### src/rtl/add_seq_pkg.sv
// Shared constants and state encoding for the add_seq multi-cycle adder.
`timescale 1ns/1ps
package add_seq_pkg;
  localparam int SLICE_W = 4;

  typedef enum logic [1:0] {
    ST_IDLE = 2'd0,
    ST_RUN  = 2'd1,
    ST_DONE = 2'd2
  } state_e;
endpackage

### src/rtl/rca4.sv
// 4-bit ripple-carry adder slice, the datapath shared by add_seq.
`timescale 1ns/1ps
module rca4 (
  input  logic [3:0] a,
  input  logic [3:0] b,
  input  logic       ci,
  output logic [3:0] s,
  output logic       co
);
  logic [4:0] c;

  assign c[0] = ci;
  for (genvar i = 0; i < 4; i++) begin : g_fa
    assign s[i]   = a[i] ^ b[i] ^ c[i];
    assign c[i+1] = (a[i] & b[i]) | (c[i] & (a[i] ^ b[i]));
  end
  assign co = c[4];
endmodule

### src/rtl/add_seq.sv
// Wide adder that reuses one rca4 slice per clock, LS nibble first.
// Optional signed-overflow output enabled by defining ADD_SEQ_OVF_EN.
`timescale 1ns/1ps
module add_seq
  import add_seq_pkg::*;
#(
  parameter  int WIDTH  = 16,
  localparam int NSLICE = WIDTH / SLICE_W
) (
  input  logic             clk,
  input  logic             rst,
  input  logic             in_valid,
  output logic             in_ready,
  input  logic [WIDTH-1:0] a,
  input  logic [WIDTH-1:0] b,
  input  logic             ci,
  output logic             out_valid,
  input  logic             out_ready,
  output logic [WIDTH-1:0] s,
  output logic             co
`ifdef ADD_SEQ_OVF_EN
  ,
  output logic             ovf
`endif
);
  localparam int CW = (NSLICE > 1) ? $clog2(NSLICE) : 1;

  state_e           state, state_nxt;
  logic [WIDTH-1:0] a_sh, b_sh, s_sh;
  logic             carry;
  logic [CW-1:0]    cnt;
  logic [3:0]       sl_s;
  logic             sl_co;
  logic             last;
  logic             accept;

  assign last = (cnt == CW'(NSLICE - 1));

  rca4 u_slice (
    .a  (a_sh[SLICE_W-1:0]),
    .b  (b_sh[SLICE_W-1:0]),
    .ci (carry),
    .s  (sl_s),
    .co (sl_co)
  );

  always_ff @(posedge clk) begin
    if (rst) state <= ST_IDLE;
    else     state <= state_nxt;
  end

  always_comb begin
    state_nxt = state;
    case (state)
      ST_IDLE: if (accept)    state_nxt = ST_RUN;
      ST_RUN:  if (last)      state_nxt = ST_DONE;
      ST_DONE: if (out_ready) state_nxt = ST_IDLE;
      default:                state_nxt = ST_IDLE;
    endcase
  end

  // Handshake outputs come from registered state only; rst just masks in_ready.
  always_comb begin
    in_ready  = (state == ST_IDLE) && !rst;
    out_valid = (state == ST_DONE);
    accept    = in_valid && in_ready;
  end

  always_ff @(posedge clk) begin
    if (rst) begin
      a_sh  <= '0;
      b_sh  <= '0;
      s_sh  <= '0;
      carry <= 1'b0;
      cnt   <= '0;
    end else begin
      case (state)
        ST_IDLE: if (accept) begin
          a_sh  <= a;
          b_sh  <= b;
          carry <= ci;
          cnt   <= '0;
        end
        ST_RUN: begin
          a_sh  <= {{SLICE_W{1'b0}}, a_sh[WIDTH-1:SLICE_W]};
          b_sh  <= {{SLICE_W{1'b0}}, b_sh[WIDTH-1:SLICE_W]};
          s_sh  <= {sl_s, s_sh[WIDTH-1:SLICE_W]};
          carry <= sl_co;
          cnt   <= cnt + 1'b1;
        end
        default: ;
      endcase
    end
  end

  assign s  = s_sh;
  assign co = carry;

`ifdef ADD_SEQ_OVF_EN
  // Signed overflow judged on the top nibble only, during the final pass.
  always_ff @(posedge clk) begin
    if (rst)
      ovf <= 1'b0;
    else if (state == ST_RUN && last)
      ovf <= (a_sh[SLICE_W-1] == b_sh[SLICE_W-1]) && (sl_s[SLICE_W-1] != a_sh[SLICE_W-1]);
  end
`endif
endmodule

### config.mk
export PLATFORM = sky130hd
export DESIGN_NAME = add_seq
export DESIGN_NICKNAME = d
export VERILOG_FILES = /design/src/rtl/add_seq_pkg.sv /design/src/rtl/rca4.sv /design/src/rtl/add_seq.sv
export SDC_FILE = /design/constraint.sdc
export NUM_CORES = 1
export LEC_CHECK = 0
export ABC_CLOCK_PERIOD_IN_PS = 5400
export CAP_MARGIN = 10
export CORE_AREA = 2 2 80 63
export DETAILED_ROUTE_END_ITERATION = 10
export DIE_AREA = 0 0 82 65
export GPL_TIMING_DRIVEN = 0
export PLACE_DENSITY_LB_ADDON = 0.08
export RECOVER_POWER = 25
export SYNTH_ARGS = -nofsm -noshare
export SYNTH_HDL_FRONTEND = slang
export SYNTH_HIERARCHICAL = 1
export SYNTH_SLANG_ARGS = --single-unit
### constraint.sdc
create_clock -name clk -period 5.4 [get_ports clk]
set_clock_uncertainty 0.1 [all_clocks]
set_input_delay 1.35 -clock clk [delete_from_list [all_inputs] [get_ports clk]]
set_output_delay 1.35 -clock clk [all_outputs]
set_load 0.05 [all_outputs]
==> flow_summary.yaml, run 1 <==
die:
  die-width_um: 82
  design.core.area_mm2: 0.00462
  num_io_pins: 56
  floorplan.die_area_mm2: 0.00533
  placementRows: 22
  die_y_um: 65
  floorplan.initialDensity_pct: 48.8
clock_tree:
  postCtsSetupBuffers: 0
  post_cts_resized: 0
  clk_latency_ns: 0.30
  clk_path_buf_depth: 2
  cts_buffers: 5
  cts_hold_buf: 0
  cts_root_buffer: "sky130_fd_sc_hd__clkbuf_8"
  clkTransAtPathRegs_ns: 0.09
  cts.htree.levels: 2
  cts_tree: "built"
  clkSinkCount: 53
timing:
  finalWorstSetupSlack_ns: 1.11
  timing_hold_violations_final: 0
  timing.final.max_slew_violations: 0
  finalCritPeriodShare_pct: 79.5
  period_minus_slack_ns: 4.29
  clock.fmax_mhz: 233
  grt_setup_unrepaired: "false"
  setup_tns_ns: 0
  max-slew-margin-rel_pct: 65.7
  worstMarginPinSlew_ns: 0.512
  final-setup-viol-count: 0
  timing.hold.ws_ns: 0.365
critical_path:
  worst_ep_arrival_time_ns: 2.84
  worstPathRequired_ns: 3.95
  crit_fanout: 10
  startpoint_type: "primary input"
  cp-end-kind: "output pin"
  launch_point_of_the_critical_path: "rst"
  r2r_start: "a_sh[0]"
  timing_worst_setup_path_type: "primary input to output pin"
drt:
  drt_wl_total_um: 4780
  dr_total_vias: 1854
  routedWlPerCell_um: 13.1
  ant_nets: 0
  drt_first_pass_iters: 4
  drt-initial-drc-count: 66
  vias_per_cell: 5.07
  detail_route.drc_violations: 0
grt:
  grt_start_max_net_pins: 15
  grt_overflow_total: 0
  grt_first_pass_wirelength_um: 8010
  antenna_found_initial: 0
  grt_use_total_pct: 19.6
  number_of_global_route_vias_before_repair: 1753
synth:
  netlist_instances: 245
  yosys_register_bits: 53
  synthesized_area_divided_by_synthesized_cell_count_um2: 9.22
  synth.cell_area_mm2: 0.00226
  syn-num-nets: 287
  seq_area_frac_synth_pct: 47.0
  yosys_warnings: 6
  cell_variety_after_synth: 28
worst_hold_path:
  hold_path_class: "flop to flop"
  worst_hold_startpoint: "s[2]"
placement:
  gp_congestion: 0.755
  worst_slack_at_placement_ns: 1.20
  buffer_ports.inserted: 54
  half_perimeter_wire_length_after_placement_um: 3530
cells_and_area:
  antenna-diode-count: 0
  final_layout_size_suffix_gt1_share_pct: 14.7
  area_growth_pct: 30.9
  layout.filler_cells: 440
  finish.net_count: 348
job:
  max_cap_viol_count: 0
power:
  vdd.ir_drop.worst_uv: 181
  power.density_cell_area_mw_per_mm2: 274
  power_mw: 0.809
  p_leak_nw: 1.13
outcome:
  run_status: "complete, no violations"
==> area by class of cell <==
| type | instances | area (um^2) | share of cell area [%] |
|---|---|---|---|
| well taps | 60 | 75.1 | 2.54 |
| clock buffers | 7 | 86.3 | 2.92 |
| repair buffers | 54 | 541 | 18.3 |
| inverters | 35 | 131 | 4.44 |
| plain buffers | 20 | 145 | 4.91 |
| flip-flops and latches | 53 | 1060 | 35.9 |
| multi-input cells | 137 | 917 | 31.0 |
==> synthesized netlist by cell type <==
cell type | instances | area share [%]
sky130_fd_sc_hd__a211oi_1 | 1 | 0.33
sky130_fd_sc_hd__a21oi_1 | 40 | 8.9
sky130_fd_sc_hd__a21oi_2 | 2 | 0.78
sky130_fd_sc_hd__a22oi_1 | 9 | 3.0
sky130_fd_sc_hd__buf_1 | 3 | 0.50
sky130_fd_sc_hd__buf_2 | 5 | 1.1
sky130_fd_sc_hd__buf_4 | 1 | 0.33
sky130_fd_sc_hd__buf_6 | 8 | 4.0
sky130_fd_sc_hd__clkbuf_1 | 2 | 0.33
sky130_fd_sc_hd__clkbuf_2 | 1 | 0.22
sky130_fd_sc_hd__dfxtp_1 | 53 | 47
sky130_fd_sc_hd__fa_1 | 4 | 3.5
sky130_fd_sc_hd__ha_1 | 1 | 0.55
sky130_fd_sc_hd__inv_1 | 35 | 5.8
sky130_fd_sc_hd__mux2i_1 | 1 | 0.44
sky130_fd_sc_hd__nand2_1 | 32 | 5.3
sky130_fd_sc_hd__nand2_2 | 1 | 0.28
sky130_fd_sc_hd__nand2b_1 | 2 | 0.55
sky130_fd_sc_hd__nand3b_1 | 1 | 0.33
sky130_fd_sc_hd__nor2_1 | 12 | 2.0
sky130_fd_sc_hd__nor2_2 | 1 | 0.28
sky130_fd_sc_hd__nor2b_1 | 1 | 0.28
sky130_fd_sc_hd__nor2b_4 | 1 | 0.61
sky130_fd_sc_hd__nor3_1 | 1 | 0.22
sky130_fd_sc_hd__nor3b_2 | 1 | 0.55
sky130_fd_sc_hd__o21bai_1 | 1 | 0.33
sky130_fd_sc_hd__o221a_1 | 5 | 2.5
sky130_fd_sc_hd__o221a_2 | 20 | 10
==> state kept, by name, indices dropped and copies added, names as in the netlist <==
| register | cells |
|---|---|
| a_sh | 16 |
| b_sh | 16 |
| state | 2 |
| s | 16 |
| cnt | 2 |
| co | 1 |
==> critical path, cell delays in order <==
cell and delay [ns]:
sky130_fd_sc_hd__clkbuf_1 0.31, sky130_fd_sc_hd__clkbuf_1 0.39, sky130_fd_sc_hd__nor3_1 0.08, sky130_fd_sc_hd__clkdlybuf4s50_1 0.71
==> logic make-up (layout without fill, tap and decap cells) <==
kind of cell	Yosys count	in the layout	synth area share [%]
muxes	1	1	0.443
adders and majority gates	5	5	4.10
and+or+nand+nor	53	53	10.4
DFF	53	53	47.0
buffers and inverters	55	116	12.3
AOI/OAI and AO/OA	78	78	25.8
==> metal layers <==
metal / vias to the layer above / wire length, um / track usage (%)
met4: 0 / 40 / 5.00
li1: 952 / - / -
met5: - / 0 / 0
met2: 43 / 2200 / 31.9
met3: 4 / 237 / 6.27
met1: 855 / 2290 / 25.1
==> through the flow <==
stage,util (%),area [um^2],cells
2_1_floorplan,-,2260,245
3_3_place_gp,62.1,2870,359
3_5_place_dp,62.1,2870,359
4_1_cts,64.0,2960,366
5_1_grt,63.9,2960,366
6_report,63.9,2960,366
==> final timing paths <==
kind	endpoint	slack, ns	depth (start not counted)
worst max-delay path	in_ready	1.11	4
worst min-delay path	s[2]	0.37	2
worst max register to register	s[15]	3.14	10
worst min register to register	s[2]	0.37	2
==> layout by cell type (no fill, tap or decap), types with 2 or more instances in the layout <==
| master | n |
|---|---|
| sky130_fd_sc_hd__a21oi_1 | 40 |
| sky130_fd_sc_hd__a21oi_2 | 2 |
| sky130_fd_sc_hd__a22oi_1 | 9 |
| sky130_fd_sc_hd__buf_1 | 2 |
| sky130_fd_sc_hd__buf_2 | 4 |
| sky130_fd_sc_hd__buf_6 | 8 |
| sky130_fd_sc_hd__clkbuf_1 | 5 |
| sky130_fd_sc_hd__clkbuf_8 | 6 |
| sky130_fd_sc_hd__clkdlybuf4s50_1 | 53 |
| sky130_fd_sc_hd__dfxtp_1 | 53 |
| sky130_fd_sc_hd__fa_1 | 4 |
| sky130_fd_sc_hd__inv_1 | 35 |
| sky130_fd_sc_hd__nand2_1 | 32 |
| sky130_fd_sc_hd__nand2b_1 | 2 |
| sky130_fd_sc_hd__nor2_1 | 13 |
| sky130_fd_sc_hd__o221a_1 | 5 |
| sky130_fd_sc_hd__o221a_2 | 20 |
==> where the power goes <==
part / leakage [nW] / switching [mW] / internal [mW]
Clock: 0.0443 / 0.120 / 0.102
Sequential: 0.436 / 0.0155 / 0.417
Combinational: 0.648 / 0.0789 / 0.0759
No activity file was read; power rests on OpenSTA's default activity.
==> run 2, diff against run 1 <==
--- a/config.mk
+++ b/config.mk
@@ -5,11 +5,11 @@
 export SDC_FILE = /design/constraint.sdc
 export NUM_CORES = 1
 export LEC_CHECK = 0
-export ABC_CLOCK_PERIOD_IN_PS = 5400
+export ABC_CLOCK_PERIOD_IN_PS = 3600
 export CAP_MARGIN = 10
-export CORE_AREA = 2 2 80 63
+export CORE_AREA = 2 2 86 68
 export DETAILED_ROUTE_END_ITERATION = 10
-export DIE_AREA = 0 0 82 65
+export DIE_AREA = 0 0 88 70
 export GPL_TIMING_DRIVEN = 0
 export PLACE_DENSITY_LB_ADDON = 0.08
 export RECOVER_POWER = 25
==> constraint.sdc (replaced) <==
create_clock -name clk -period 3.6 [get_ports clk]
set_clock_uncertainty 0.1 [all_clocks]
set_input_delay 0.9 -clock clk [delete_from_list [all_inputs] [get_ports clk]]
set_output_delay 0.9 -clock clk [all_outputs]
set_load 0.05 [all_outputs]
==> flow_summary.yaml, run 2 (same netlist as run 1, synthesis figures left out) <==
cells_and_area:
  final_layout_size_suffix_gt1_share_pct: 15.6
  finish.net_count: 348
  area_growth_pct: 32.0
  finish.utilization_pct: 54.8
  final_area_mm2: 0.00298
  antenna-diode-count: 0
  stdcell_count: 385
  commonest_cells_after_routing_fill_and_taps_aside: "sky130_fd_sc_hd__dfxtp_1 (53), sky130_fd_sc_hd__clkdlybuf4s50_1 (53), sky130_fd_sc_hd__a21oi_1 (40)"
grt:
  grt_start_max_net_pins: 17
  grt_use_total_pct: 16.0
  number_of_global_route_vias_before_repair: 1679
  grt_first_pass_wirelength_um: 7760
  grt_overflow_total: 0
  antenna_found_initial: 0
power:
  share_comb_of_total_power_pct: 19.3
  clock_power_share_pct: 27.0
  vdd.ir_drop.worst_uv: 196
  switching_power_mw: 0.334
  power.density_cell_area_mw_per_mm2: 405
  p_leak_nw: 1.13
  seqPwrFrac_pct: 53.7
  p_int_mw: 0.874
  switching_fraction_pct: 27.6
  power_mw: 1.21
critical_path:
  cp-end-kind: "output pin"
  startpoint_type: "primary input"
  worst_ep_arrival_time_ns: 2.31
  r2r_slack_ns: 1.37
  timing_worst_setup_path_type: "primary input to output pin"
  worstPathRequired_ns: 2.60
  worstRegToRegCells: 10
  r2r_start: "a_sh[0]"
  crit_fanout: 10
  rr_endpoint: "s[15]"
timing:
  final-setup-viol-count: 0
  worstMarginPinSlew_ns: 0.498
  finalCritPeriodShare_pct: 91.9
  timing.hold.ws_ns: 0.358
  clock.fmax_mhz: 302
  setup_tns_ns: 0
  grt_setup_unrepaired: "false"
  finalWorstSetupSlack_ns: 0.291
  max-slew-margin-rel_pct: 66.6
  period_minus_slack_ns: 3.31
  timing_hold_violations_final: 0
  timing.final.max_slew_violations: 0
worst_hold_path:
  worst_hold_startpoint: "s[3]"
  hold_depth: 2
  hold_path_class: "flop to flop"
  holdPathEnd: "s[3]"
clock_tree:
  cts_buffers: 5
  cts_tree: "built"
  post_cts_resized: 0
  clkSinkCount: 53
  postCtsSetupBuffers: 0
  clkTransAtPathRegs_ns: 0.09
  clk_latency_ns: 0.30
  cts_hold_buf: 0
  clk_path_buf_depth: 2
  cts.htree.levels: 2
  cts_root_buffer: "sky130_fd_sc_hd__clkbuf_8"
placement:
  gp_congestion: 0.788
  place_inst: 377
  half_perimeter_wire_length_after_placement_um: 3520
  worst_slack_at_placement_ns: 0.291
  placed_cell_area_mm2: 0.00290
  buffer_ports.inserted: 54
drt:
  routedWlPerCell_um: 12.4
  dr_total_vias: 1860
  ant_nets: 0
  drt_wl_total_um: 4760
  drt-initial-drc-count: 68
  drt_first_pass_iters: 4
  vias_per_cell: 4.83
  detail_route.drc_violations: 0
die:
  die-width_um: 88
  design.core.area_mm2: 0.00544
  num_io_pins: 56
  floorplan.initialDensity_pct: 41.6
  placementRows: 24
  floorplan.die_area_mm2: 0.00616
  die_y_um: 70
outcome:
  run_status: "complete, no violations"
job:
  max_cap_viol_count: 0
run 2: routing by layer:
metal | global-route usage [%] | share of wire, %
met2 | 24.2 | 45
met1 | 22.4 | 50
met5 | 0 | 0
met4 | 4.62 | 0.21
met3 | 4.14 | 4.8
run 2: final cells by class:
| class | count | area [um^2] |
|---|---|---|
| Clock buffer | 5 | 68.8 |
| Tap cell | 78 | 97.6 |
| Sequential cell | 53 | 1060 |
| Inverter | 35 | 131 |
| Timing Repair Buffer | 54 | 541 |
| Fill cell | 511 | 2450 |
| Clock inverter | 3 | 17.5 |
| Multi-Input combinational cell | 137 | 917 |
| Buffer | 20 | 146 |
run 2: worst max path at each step:
stage	start	endpoint	depth (start not counted)
2_1_floorplan	rst	in_ready	3
3_3_place_gp	rst	in_ready	4
3_5_place_dp	rst	in_ready	4
4_1_cts	rst	in_ready	4
5_1_grt	rst	in_ready	4
6_report	rst	in_ready	4
run 2: power by group through the flow:
stage          combinational, mW  sequential, mW  clock (mW)
2_1_floorplan              0.126           0.683           0
3_3_place_gp               0.233           0.662           0
3_5_place_dp               0.236           0.662           0
4_1_cts                    0.236           0.648       0.342
5_1_grt                    0.256           0.653       0.367
6_report                   0.233           0.648       0.326
run 2: worst max-delay path, cell delays in order:
cell and delay [ns]:
sky130_fd_sc_hd__buf_2 0.16, sky130_fd_sc_hd__clkbuf_1 0.24, sky130_fd_sc_hd__nor3_1 0.18, sky130_fd_sc_hd__clkdlybuf4s50_1 0.82
==> run 3, diff against run 2 <==
--- a/config.mk
+++ b/config.mk
@@ -5,11 +5,11 @@
 export SDC_FILE = /design/constraint.sdc
 export NUM_CORES = 1
 export LEC_CHECK = 0
-export ABC_CLOCK_PERIOD_IN_PS = 3600
+export ABC_CLOCK_PERIOD_IN_PS = 3100
 export CAP_MARGIN = 10
-export CORE_AREA = 2 2 86 68
+export CORE_AREA = 2 2 96 75
 export DETAILED_ROUTE_END_ITERATION = 10
-export DIE_AREA = 0 0 88 70
+export DIE_AREA = 0 0 98 77
 export GPL_TIMING_DRIVEN = 0
 export PLACE_DENSITY_LB_ADDON = 0.08
 export RECOVER_POWER = 25
==> constraint.sdc (replaced) <==
create_clock -name clk -period 3.1 [get_ports clk]
set_clock_uncertainty 0.1 [all_clocks]
set_input_delay 0.775 -clock clk [delete_from_list [all_inputs] [get_ports clk]]
set_output_delay 0.775 -clock clk [all_outputs]
set_load 0.05 [all_outputs]
==> flow_summary.yaml, run 3 (same netlist as run 1, synthesis figures left out) <==
drt:
  drt_first_pass_iters: 4
  drt_wl_total_um: 5100
  dr_total_vias: 1832
  vias_per_cell: 4.69
  drt-initial-drc-count: 69
  ant_nets: 0
  routedWlPerCell_um: 13.0
  detail_route.drc_violations: 0
worst_hold_path:
  holdPathEnd: "s[3]"
  hold_depth: 2
  worst_hold_startpoint: "s[3]"
  hold_path_class: "flop to flop"
critical_path:
  cpPeakStageDelay_ns: 0.44
  critical_path.cell_chain: "buf_2 > clkbuf_1 > nor3_1 > dlymetal6s2s_1"
  r2r_slack_ns: 0.86
  crit_fanout: 10
  worst_ep_arrival_time_ns: 1.79
  crit_path_top_delay_cell: "sky130_fd_sc_hd__dlymetal6s2s_1"
  rr_endpoint: "s[15]"
  startpoint_type: "primary input"
  path_delay_family: "buffers and inverters"
  worstPathRequired_ns: 2.22
  cp-end-kind: "output pin"
  worstRegToRegCells: 10
  cp.buffers_inverters: 3
  timing_worst_setup_path_type: "primary input to output pin"
  r2r_start: "a_sh[0]"
grt:
  grt_overflow_total: 0
  antenna_found_initial: 0
  grt_start_max_net_pins: 16
  grt_use_total_pct: 14.2
  grt_first_pass_wirelength_um: 8620
  number_of_global_route_vias_before_repair: 1753
clock_tree:
  postCtsSetupBuffers: 0
  cts_buffers: 5
  cts_root_buffer: "sky130_fd_sc_hd__clkbuf_8"
  clkTransAtPathRegs_ns: 0.09
  cts.htree.levels: 2
  clk_path_buf_depth: 2
  clk_latency_ns: 0.30
  cts_tree: "built"
  clkSinkCount: 53
timing:
  timing.final.max_slew_violations: 0
  grt_setup_unrepaired: "false"
  finalCritPeriodShare_pct: 86.0
  clock.fmax_mhz: 375
  period_minus_slack_ns: 2.66
  max-slew-margin-rel_pct: 64.8
  final-setup-viol-count: 0
  timing_hold_violations_final: 0
  worstMarginPinSlew_ns: 0.526
  timing.hold.ws_ns: 0.357
cells_and_area:
  layout.filler_cells: 672
  layout.cells.most_common: "sky130_fd_sc_hd__dfxtp_1"
  finish.net_count: 348
  final_layout_size_suffix_gt1_share_pct: 14.7
  final_area_mm2: 0.00302
  antenna-diode-count: 0
  finish.utilization_pct: 45.7
  commonest_cells_after_routing_fill_and_taps_aside: "sky130_fd_sc_hd__dfxtp_1 (53), sky130_fd_sc_hd__clkdlybuf4s50_1 (52), sky130_fd_sc_hd__a21oi_1 (40)"
  area_growth_pct: 33.5
  stdcell_count: 391
placement:
  half_perimeter_wire_length_after_placement_um: 3780
  buffer_ports.inserted: 54
  placed_cell_area_mm2: 0.00290
  gp_congestion: 0.722
  place_inst: 383
power:
  p_int_mw: 1.12
  switching_power_mw: 0.390
  share_comb_of_total_power_pct: 17.9
  vdd.ir_drop.worst_uv: 219
  p_leak_nw: 1.15
  switching_fraction_pct: 25.8
  clock_power_share_pct: 32.2
  power.density_cell_area_mw_per_mm2: 501
  seqPwrFrac_pct: 49.9
job:
  max_cap_viol_count: 0
die:
  die-width_um: 98
  num_io_pins: 56
  design.core.area_mm2: 0.00660
  floorplan.initialDensity_pct: 34.2
  die_y_um: 77
  floorplan.die_area_mm2: 0.00755
  placementRows: 26
outcome:
  run_status: "complete, no violations"
run 3: metal layers:
layer  track usage, %  vias up  share of wire (%)
met5                0        -                  0
met4             4.17        0               0.94
met3             3.37        4                4.6
met2             22.3       45                 44
met1             19.3      831                 50
li1                 -      952                  -
run 3: worst max path at each step:
stage,slack (ns),end,cells past startpoint,startpoint
finish,0.44,in_ready,4,rst
global route,0.31,in_ready,4,rst
CTS,0.006,in_ready,4,rst
global placement,-0.0005,in_ready,4,rst
floorplan,0.05,in_ready,3,rst
detailed placement,0.002,in_ready,4,rst
run 3: final cells by class:
type | instances | area [um^2] | area share [%]
plain buffers | 20 | 141 | 4.69
clock buffers | 7 | 86.3 | 2.86
clock inverters | 1 | 30.0 | 0.996
inverters | 35 | 131 | 4.36
multi-input cells | 137 | 917 | 30.4
flip-flops and latches | 53 | 1060 | 35.2
well taps | 84 | 105 | 3.49
repair buffers | 54 | 543 | 18.0
run 3: what timing repair did:
action | CTS | global route
hold buffers | 0 | 0
setup endpoints to repair | 0 | 1
gates resized for setup | 0 | 1
run 3: worst reg2reg max path: cells and delay by family (launching register included):
family,cells,cell delay [ns]
adders and majority gates,4,1.33
AOI/OAI and AO/OA,1,0.10
DFF,1,0.35
buffers and inverters,4,0.26
and+or+nand+nor,1,0.04
run 3: per-stage QoR:
stage               total power [mW]  worst slack [ns]   TNS (ns)
finish                          1.51             0.435          0
global route                    1.60             0.314          0
CTS                             1.53           0.00553          0
detailed placement              1.04           0.00183          0
global placement                1.04         -0.000542  -0.000542
floorplan                      0.939            0.0505          0
run 3: power groups by stage:
stage	sequential (mW)	clock [mW]	combinational, mW
6_report	0.753	0.487	0.270
5_1_grt	0.760	0.541	0.299
4_1_cts	0.754	0.499	0.276
3_5_place_dp	0.770	0	0.275
3_3_place_gp	0.769	0	0.274
2_1_floorplan	0.793	0	0.146
